--- src/rtl/intr_pending_ctrl_pkg.sv ---
// ---------------------------------------------------------------------------
// intr_pending_ctrl_pkg
// Shared definitions for the interrupt pending controller: line count,
// per-line FSM state encoding and trigger-mode constants.
// ---------------------------------------------------------------------------
package intr_pending_ctrl_pkg;

   localparam int INTR_N = 2;

   typedef enum logic [1:0] {
      IDLE = 2'd0,
      PEND = 2'd1,
      ACKD = 2'd2
   } line_state_t;

   localparam logic MODE_LEVEL = 1'b0;
   localparam logic MODE_EDGE  = 1'b1;

endpackage

--- src/rtl/intr_pending_ctrl_line.sv ---
// ---------------------------------------------------------------------------
// intr_line
// One interrupt line: optional input synchronizer, edge detector, the
// IDLE/PEND/ACKD pending FSM and the sticky overflow (lost edge) flag.
//
// Configuration macro: INTR_SYNC_EN -- when defined, ext_irq passes through a
// two-flop synchronizer (ext_irq rise to intr_in: 3 cycles); otherwise
// ext_irq must be clk-synchronous and is used directly (1 cycle).
//
// Ports:
//   clk       clock, all state on rising edge
//   reset     asynchronous active-high reset
//   ext_irq   raw interrupt source
//   irq_mode  0 = level-high, 1 = rising edge
//   irq_mask  1 = forward pending request on intr_in
//   intr_ack  acknowledge from the downstream controller
//   ovf_clr   clears the overflow flag (a simultaneous set wins)
//   intr_in   pending & irq_mask
//   pending   line is in PEND
//   overflow  sticky flag: an edge arrived while already pending
// ---------------------------------------------------------------------------
module intr_line
   import intr_pending_ctrl_pkg::*;
(
   input  logic clk,
   input  logic reset,
   input  logic ext_irq,
   input  logic irq_mode,
   input  logic irq_mask,
   input  logic intr_ack,
   input  logic ovf_clr,
   output logic intr_in,
   output logic pending,
   output logic overflow
);

   logic        s;          // sampled source
   logic        s_valid;    // s reflects a real observation of ext_irq
   logic        s_d_q;
   logic        armed_q;    // source has been seen low since reset
   logic        rem_q;      // edge remembered while in ACKD
   logic        ovf_q;
   logic        edge_det;
   logic        edge_trig;
   logic        trig;
   line_state_t state_q;
   line_state_t state_d;

`ifdef INTR_SYNC_EN
   logic       sync1_q;
   logic       sync2_q;
   logic [1:0] valid_q;

   // valid_q tracks how long the synchronizer has been filling since reset,
   // so that its zero reset contents are not mistaken for a low source.
   always_ff @(posedge clk or posedge reset) begin
      if (reset) begin
         sync1_q <= 1'b0;
         sync2_q <= 1'b0;
         valid_q <= 2'b00;
      end else begin
         sync1_q <= ext_irq;
         sync2_q <= sync1_q;
         valid_q <= {valid_q[0], 1'b1};
      end
   end

   assign s       = sync2_q;
   assign s_valid = valid_q[1];
`else
   assign s       = ext_irq;
   assign s_valid = 1'b1;
`endif

   // An edge only counts once the source has been observed low after reset,
   // so a source already high at reset release does not fire in edge mode.
   assign edge_det  = s & ~s_d_q & armed_q;
   assign edge_trig = (irq_mode == MODE_EDGE) & edge_det;
   assign trig      = (irq_mode == MODE_EDGE) ? edge_det : s;

   // NOTE: sequential state uses non-blocking assignments so every flop
   // samples pre-edge values regardless of statement order.
   always_ff @(posedge clk or posedge reset) begin
      if (reset) begin
         state_q <= IDLE;
         s_d_q   <= 1'b0;
         armed_q <= 1'b0;
         rem_q   <= 1'b0;
         ovf_q   <= 1'b0;
      end else begin
         state_q <= state_d;
         s_d_q   <= s;
         armed_q <= armed_q | (s_valid & ~s);

         if (state_q == ACKD && state_d == ACKD)
            rem_q <= rem_q | edge_trig;
         else
            rem_q <= 1'b0;

         // Set has priority over clear.
         if (state_q == PEND && edge_trig)
            ovf_q <= 1'b1;
         else if (ovf_clr)
            ovf_q <= 1'b0;
      end
   end

   // NOTE: state_d gets a default before the case so no path leaves it
   // unassigned, which would otherwise infer a latch.
   always_comb begin
      state_d = state_q;
      case (state_q)
         IDLE: if (trig) state_d = PEND;
         PEND: if (intr_ack) state_d = ACKD;
         ACKD: begin
            if (!intr_ack) begin
               if (rem_q || edge_trig)
                  state_d = PEND;
               else if (irq_mode == MODE_LEVEL && s)
                  state_d = ACKD;   // level still asserted: wait for it to drop
               else
                  state_d = IDLE;
            end
         end
         default: state_d = IDLE;   // unused encoding recovers
      endcase
   end

   always_comb begin
      pending  = (state_q == PEND);
      intr_in  = pending & irq_mask;
      overflow = ovf_q;
   end

endmodule

--- src/rtl/intr_pending_ctrl.sv ---
// ---------------------------------------------------------------------------
// intr_pending_ctrl
// Per-line interrupt pending controller: INTR_N independent intr_line
// instances, no priority between lines.
//
// Configuration macro: INTR_SYNC_EN (see intr_line).
//
// Ports (all INTR_N bits wide except clk/reset):
//   clk, reset  clock and asynchronous active-high reset
//   ext_irq     raw interrupt sources
//   irq_mode    per-line trigger mode, 0 = level, 1 = edge
//   irq_mask    per-line forward enable
//   intr_ack    per-line acknowledge
//   ovf_clr     per-line overflow clear
//   intr_in     masked pending requests
//   pending     unmasked pending status
//   overflow    sticky lost-edge flags
// ---------------------------------------------------------------------------
module intr_pending_ctrl
   import intr_pending_ctrl_pkg::*;
(
   input  logic              clk,
   input  logic              reset,
   input  logic [INTR_N-1:0] ext_irq,
   input  logic [INTR_N-1:0] irq_mode,
   input  logic [INTR_N-1:0] irq_mask,
   input  logic [INTR_N-1:0] intr_ack,
   input  logic [INTR_N-1:0] ovf_clr,
   output logic [INTR_N-1:0] intr_in,
   output logic [INTR_N-1:0] pending,
   output logic [INTR_N-1:0] overflow
);

   for (genvar i = 0; i < INTR_N; i++) begin : g_line
      intr_line u_line (
         .clk      (clk),
         .reset    (reset),
         .ext_irq  (ext_irq[i]),
         .irq_mode (irq_mode[i]),
         .irq_mask (irq_mask[i]),
         .intr_ack (intr_ack[i]),
         .ovf_clr  (ovf_clr[i]),
         .intr_in  (intr_in[i]),
         .pending  (pending[i]),
         .overflow (overflow[i])
      );
   end

endmodule

--- config.mk ---
export PLATFORM = sky130hd
export DESIGN_NAME = intr_pending_ctrl
export DESIGN_NICKNAME = d
export VERILOG_FILES = /design/src/rtl/intr_pending_ctrl_pkg.sv /design/src/rtl/intr_pending_ctrl_line.sv /design/src/rtl/intr_pending_ctrl.sv
export SDC_FILE = /design/constraint.sdc
export NUM_CORES = 1
export LEC_CHECK = 0
export CAP_MARGIN = 0
export CORE_MARGIN = 2
export CORE_UTILIZATION = 36
export CTS_BUF_LIST = sky130_fd_sc_hd__clkbuf_2 sky130_fd_sc_hd__clkbuf_4 sky130_fd_sc_hd__clkbuf_8
export CTS_CLUSTER_DIAMETER = 200
export CTS_CLUSTER_SIZE = 30
export DETAILED_ROUTE_END_ITERATION = 10
export PLACE_DENSITY = 0.74
export REMOVE_ABC_BUFFERS = 1
export SETUP_SLACK_MARGIN = 0.1
export SLEW_MARGIN = 20
export SYNTH_ARGS = -nofsm -noshare
export SYNTH_HDL_FRONTEND = slang
export SYNTH_HIERARCHICAL = 1
export SYNTH_SLANG_ARGS = --single-unit
export TNS_END_PERCENT = 20
--- constraint.sdc ---
create_clock -name clk -period 2.1 [get_ports clk]
set_clock_uncertainty 0.2 [all_clocks]
set_input_delay 0.21 -clock clk [delete_from_list [all_inputs] [get_ports clk]]
set_output_delay 0.21 -clock clk [all_outputs]
set_load 0.02 [all_outputs]
==> key figures, run 1 <==
STA
  • RSZ-0062 raised after global routing: true
  • Final hold violations: 0
  • Hold WS: about 270 ps
  • Setup-failing EPs final: 0
  • Fmax: between 500 and 600 MHz
  • Fin crit share: 91.28%
  • Worst-Margin Slew: between 300 and 400 ps
  • Final-report max-slew violation count: 0
  • Setup_tns: 0 ps
  • Max-Slew Margin vs Limit: between 70% and 80%
  • Final Critical Period: about 1900 ps

Critical path
  • R2R Path End: g_line[1].u_line/state_q[0]
  • Arr. time, crit path: roughly 1500 ps
  • CP Launch Type: register
  • Worst reg2reg startpoint: g_line[1].u_line/armed_q
  • Reg-to-reg slack, setup: between 700 and 800 ps
  • CP Data Required Time: 1690 ps
  • CP max FO: 5
  • Crit-path cells: nor2b_2 > clkdlybuf4s50_1
  • Critical path's largest stage delay: 630 ps
  • CP Launch Point: g_line[0].u_line/state_q[1]
  • Crit end category: output port
  • End of the critical path: pending[0]
  • Cell count of the worst reg-to-reg path: 3
  • Setup CP Type: reg -> out
  • Slowest CP cell: clkdlybuf4s50_1

Cells and area
  • Layout cells sized above 1: approximately a tenth
  • Most frequent cells in the layout: 15 x clkdlybuf4s50_1, 12 x dfrtp_1, 6 x inv_1
  • ANT cells: 0
  • Final nets: 83
  • Most common cell after layout, fill and taps aside: clkdlybuf4s50_1
  • Layout area overhead: 43.54%

Synthesis
  • Post-Syn Instances: 48
  • Seq/Total Area, Yosys: 57.42%
  • Library cells used by synthesis: 15
  • Syn Area/Cell: around 11 um2
  • Top post-synthesis cells by area: dfrtp_1 57%, and4b_4 5.3%, inv_1 4.3%, a2111oi_1 3.8%, maj3_1 3.8%
  • Synth Cell Area: around 520 um2
  • Leading area contributor after synthesis: dfrtp_1
  • #FFs+latches synth: 12
  • Ys Warns: 6
  • Post-synth top area share: a little under three fifths

Worst hold path
  • Min-delay src: g_line[0].u_line/armed_q
  • Worst min path class: reg -> reg

Placement
  • Final HPWL DP: roughly 800 um
  • Gpl congestion: 0.7965
  • Port Buffers: 17

Route
  • Avg Vias per Cell: 4.821
  • Antenna Violating Nets Remaining: 0
  • DRC: 0
  • DR vias: roughly 410
  • Initial DRC count: 2
  • Routed wire length: approximately 970 um
  • Routed WL per cell: approximately 12 um
  • Iteration count of the initial detailed-routing pass: 2

Floorplan
  • DIE WIDTH: around 42 um
  • # rows: 13
  • Die ar.: 0.001774 mm2
  • Io pins: 18
  • Core box area: 0.001334 mm2
  • Floorplan die height: between 40 and 50 um
  • Starting Density: between 30% and 40%

Clock network
  • Setup repair bufs after CTS: 0
  • CTS tree: done
  • Latest clock arrival within the worst-skew pair: between 200 and 300 ps
  • Clock sink count: 12
  • CTS clk-pin slew, worst paths: approximately 70 ps
  • Total CTS buffers: 3
  • H-tree depth: 1
  • CTS root buf: clkbuf_4
  • Deepest clock path buffer count: 2

Power and ir drop
  • Tot Pwr: between 700 and 800 uW
  • P_leak: between 0.3 and 0.4 nW
  • IR drop worst, VDD: ~0.48 mV
  • P per Cell Area: ~1000 mW/mm2

Global routing
  • Vias in the first global route: roughly 390
  • First-pass GRT wire length: ~1.6 mm
  • Gr usage total: 12.44%
  • Antenna violations before repair: 0
  • Largest net degree at the start of global routing: 7
  • Gr ovfl total: 0

Run
  • Max cap viols: 0

Outcome
  • Status: complete, no violations
==> kinds of logic (layout without fill, tap and decap cells) <==
family	after synthesis	in the layout	synth area share [%]
compound gates	10	10	12.44
fa+ha+maj	2	2	3.828
flops	12	12	57.42
simple gates	18	18	22.01
buf+inv	6	27	4.306
==> worst min path at each step <==
stage / to / slack [ps] / cells past startpoint
after floorplan: g_line[0].u_line/armed_q / -200 / 1
after global placement: g_line[0].u_line/armed_q / 250 / 1
after detailed placement: g_line[0].u_line/armed_q / 250 / 1
after CTS: g_line[0].u_line/armed_q / 270 / 1
after global routing: g_line[1].u_line/s_d_q / 270 / 1
final: g_line[0].u_line/armed_q / 270 / 1
==> synth_stat cells <==
master	instances
and2_1	2
nor3_1	2
and4b_4	2
maj3_1	2
nor3b_1	2
o21ai_1	2
or2b_1	2
nand2_1	4
nor2_1	2
a2111oi_1	2
nor2b_1	2
dfrtp_1	12
inv_1	6
a211oi_1	2
o21ai_0	4
==> critical path: cells and delay by family (launching register included) <==
| family | cells | cell delay [ps] |
|---|---|---|
| buffers and inverters | 1 | 630 |
| DFF | 1 | 430 |
| and+or+nand+nor | 1 | 190 |
==> metrics by stage <==
step	util (%)	instances	setup WS [ps]	instance area (um2)
after floorplan	-	48	575.2	523.0
after global placement	53.38	80	308.6	711.9
after detailed placement	53.38	80	286.3	711.9
after CTS	56.10	84	74.17	748.2
after global routing	56.29	84	94.32	750.7
final	56.29	84	183.2	750.7
==> routing by layer <==
metal  global-route usage (%)  part of all wire [%]  up-vias
met2                    18.44                    48        8
met5                        0                     0        -
met3                    5.172                   2.8        0
met4                    5.625                     0        0
li1                         -                     -      210
met1                    15.80                    49      187
==> state kept, by name, indices dropped and copies added, names as in the netlist <==
name and flops:
g_line.u_line/state_q 4, g_line.u_line/s_d_q 2, g_line.u_line/overflow 2, g_line.u_line/rem_q 2
g_line.u_line/armed_q 2
==> where the power goes <==
group,switching (mW),internal [mW]
Clock,0.0647,0.0661
Sequential,0.0553,0.279
Combinational,0.137,0.149
Total,0.257,0.494
==> layout make-up <==
class                   instances  area, um2
clock buffers                   3      22.52
fillers                       128      583.1
inverters                       6      22.52
multi-input cells              30      205.2
flip-flops and latches         12      300.3
well taps                      15      18.77
repair buffers                 18      181.4
==> what timing repair did <==
action | CTS | global route
hold endpoints to repair | 12 | 0
setup endpoints to repair | 3 | 3
resized for setup | 3 | 1
hold buffers | 1 | 0
No activity file was read; power rests on OpenSTA's default activity.
==> inputs of run 2 (changes only) <==
--- a/config.mk
+++ b/config.mk
@@ -5,7 +5,7 @@
 export SDC_FILE = /design/constraint.sdc
 export NUM_CORES = 1
 export LEC_CHECK = 0
-export CAP_MARGIN = 0
+export CAP_MARGIN = 10
 export CORE_MARGIN = 2
 export CORE_UTILIZATION = 36
 export CTS_BUF_LIST = sky130_fd_sc_hd__clkbuf_2 sky130_fd_sc_hd__clkbuf_4 sky130_fd_sc_hd__clkbuf_8
==> results of run 2 <==
Final layout, timing and power as in run 1 (identical DEF).
==> inputs of run 3 (changes only) <==
--- a/config.mk
+++ b/config.mk
@@ -12,7 +12,7 @@
 export CTS_CLUSTER_DIAMETER = 200
 export CTS_CLUSTER_SIZE = 30
 export DETAILED_ROUTE_END_ITERATION = 10
-export PLACE_DENSITY = 0.74
+export PLACE_DENSITY = 0.66
 export REMOVE_ABC_BUFFERS = 1
 export SETUP_SLACK_MARGIN = 0.1
 export SLEW_MARGIN = 20
==> key figures, run 3 (synthesis results as in run 1) <==
Outcome
  • Status: complete, no violations

Clock network
  • CTS root buf: clkbuf_4
  • Clock sink count: 12 (unchanged)
  • Latest clock arrival within the worst-skew pair: 260 ps (about the same)
  • H-tree depth: 1 (unchanged)
  • CTS clk-pin slew, worst paths: 60 ps (about the same)
  • Deepest clock path buffer count: 2 (unchanged)
  • CTS tree: done
  • Total CTS buffers: 3 (unchanged)

Power and ir drop
  • Tot Pwr: 750.5 uW (about the same)
  • P per Cell Area: 999.7 mW/mm2 (about the same)
  • P_leak: 0.3240 nW (unchanged)
  • IR drop worst, VDD: 0.4866 mV (+1.7%)

STA
  • Setup_tns: 0 ps (unchanged)
  • Setup-failing EPs final: 0 (unchanged)
  • Fin crit share: 91.43% (+0.15 points)
  • Final-report max-slew violation count: 0 (unchanged)
  • Fmax: 520.9 MHz (-0.16%)
  • RSZ-0062 raised after global routing: true
  • Max-Slew Margin vs Limit: 78.81% (about the same)
  • Final hold violations: 0 (unchanged)
  • Final Critical Period: 1920 ps (+3.119 ps)
  • Worst-Margin Slew: 317.1 ps (-0.7085 ps)

Critical path
  • Setup CP Type: reg -> out
  • Arr. time, crit path: 1510 ps (about the same)
  • Reg-to-reg slack, setup: 750 ps (about the same)
  • Crit-path cells: nor2b_2 > clkdlybuf4s50_1
  • CP Launch Type: register
  • R2R Path End: g_line[1].u_line/state_q[0]
  • Critical path's largest stage delay: 620 ps (about the same)
  • CP Data Required Time: 1690 ps (about the same)
  • Crit end category: output port
  • Worst reg2reg startpoint: g_line[1].u_line/armed_q
  • CP max FO: 5 (unchanged)
  • Cell count of the worst reg-to-reg path: 3 (unchanged)
  • Slowest CP cell: clkdlybuf4s50_1

Route
  • Routed wire length: 984 um (+1.5%)
  • Iteration count of the initial detailed-routing pass: 3 (+1)
  • Initial DRC count: 3 (+1)
  • Antenna Violating Nets Remaining: 0 (unchanged)
  • DR vias: 413 (+2.0%)
  • Avg Vias per Cell: 4.917 (+2.0%)
  • DRC: 0 (unchanged)
  • Routed WL per cell: 11.71 um (+1.5%)

Placement
  • Placed cell area: 711.9 um2 (unchanged)
  • Final HPWL DP: 778.8 um (-1.3%)
  • Gpl congestion: 0.7857 (-1.4%)
  • Port Buffers: 17 (unchanged)
  • DP Cell Count: 80 (unchanged)

Global routing
  • Antenna violations before repair: 0 (unchanged)
  • Vias in the first global route: 374 (-3.6%)
  • Gr usage total: 13.69% (+1.3 points)
  • Gr ovfl total: 0 (unchanged)
  • Largest net degree at the start of global routing: 7 (unchanged)
  • First-pass GRT wire length: 1.704 mm (+4.7%)

Cells and area
  • Non-Filler Instances: 84 (unchanged)
  • Layout cells sized above 1: 10.14% (unchanged)
  • Most common cell after layout, fill and taps aside: clkdlybuf4s50_1
  • Layout area overhead: 43.54% (unchanged)
  • ANT cells: 0 (unchanged)
  • Most frequent cells in the layout: 15 x clkdlybuf4s50_1, 12 x dfrtp_1, 6 x inv_1
  • Post-route cell area: 750.7 um2 (unchanged)
  • Largest register by flop count: g_line.u_line/state_q
  • Number of flip-flops under the largest register name: 4 (unchanged)
  • Final nets: 83 (unchanged)

Worst hold path
  • Min-delay src: g_line[1].u_line/armed_q
  • Worst Hold Path EP: g_line[1].u_line/armed_q
  • Hold path depth: 1 (unchanged)
  • Worst min path class: reg -> reg

Floorplan
  • DIE WIDTH: 42.12 um (unchanged)
  • # rows: 13 (unchanged)
  • Io pins: 18 (unchanged)
  • Starting Density: 39.21% (unchanged)
  • Floorplan die height: 42.12 um (unchanged)
  • Die ar.: 0.001774 mm2 (unchanged)
  • Core box area: 0.001334 mm2 (unchanged)

Run
  • Max cap viols: 0 (unchanged)
==> run 3: power by group <==
part	internal [mW]	switching, mW
sequential	0.280	0.0540
combinational	0.149	0.135
clock	0.0663	0.0673
total	0.495	0.256
==> run 3: through the flow <==
step / util (%) / setup slack, ps / hold WS, ps
final: 56.29 / 180.1 / 264.1
after detailed placement: 53.38 / 296.3 / 251.9
after global routing: 56.29 / 94.16 / 262.8
after global placement: 53.38 / 279.9 / 254.0
after CTS: 56.10 / 59.53 / 271.1
after floorplan: - / 575.2 / -199.0
==> run 3: what timing repair did <==
action                                  in CTS  in global routing
resized for setup                            3                  1
cloned                                       0                  0
setup buffers                                0                  0
endpoints found under the hold margin       12                  0
endpoints found under the setup margin       4                  2
hold buffers                                 1                  0
==> run 3: worst max-delay path by stage <==
| stage | startpoint | endpoint | slack (ps) | cells after the start |
|---|---|---|---|---|
| finish | g_line[1].u_line/state_q[0] | pending[1] | 180 | 2 |
| global route | g_line[1].u_line/state_q[0] | pending[1] | 90 | 2 |
| CTS | g_line[0].u_line/state_q[0] | intr_in[0] | 60 | 3 |
| detailed placement | g_line[0].u_line/state_q[0] | intr_in[0] | 300 | 3 |
| global placement | g_line[0].u_line/state_q[0] | intr_in[0] | 280 | 3 |
| floorplan | g_line[0].u_line/state_q[0] | intr_in[0] | 580 | 2 |
==> run 3: cell type report <==
| class | instances | area, um2 |
|---|---|---|
| repair buffers | 18 | 181.4 |
| well taps | 15 | 18.77 |
| flip-flops and latches | 12 | 300.3 |
| fillers | 136 | 583.1 |
| inverters | 6 | 22.52 |
| multi-input cells | 30 | 205.2 |
| clock buffers | 3 | 22.52 |
==> run 3: worst max-delay path, delay by kind of cell, from the launching register on <==
family / cells / cell delay [ps]
buffers and inverters: 1 / 620
DFF: 1 / 410
and+or+nand+nor: 1 / 210
==> run 3: per-layer routing <==
layer	vias to the layer above	global-route usage [%]	routed length [um]
met4	0	11.25	40
met2	12	16.88	437
met1	187	17.66	456
met3	4	6.466	50
li1	210	-	-
met5	-	0	0
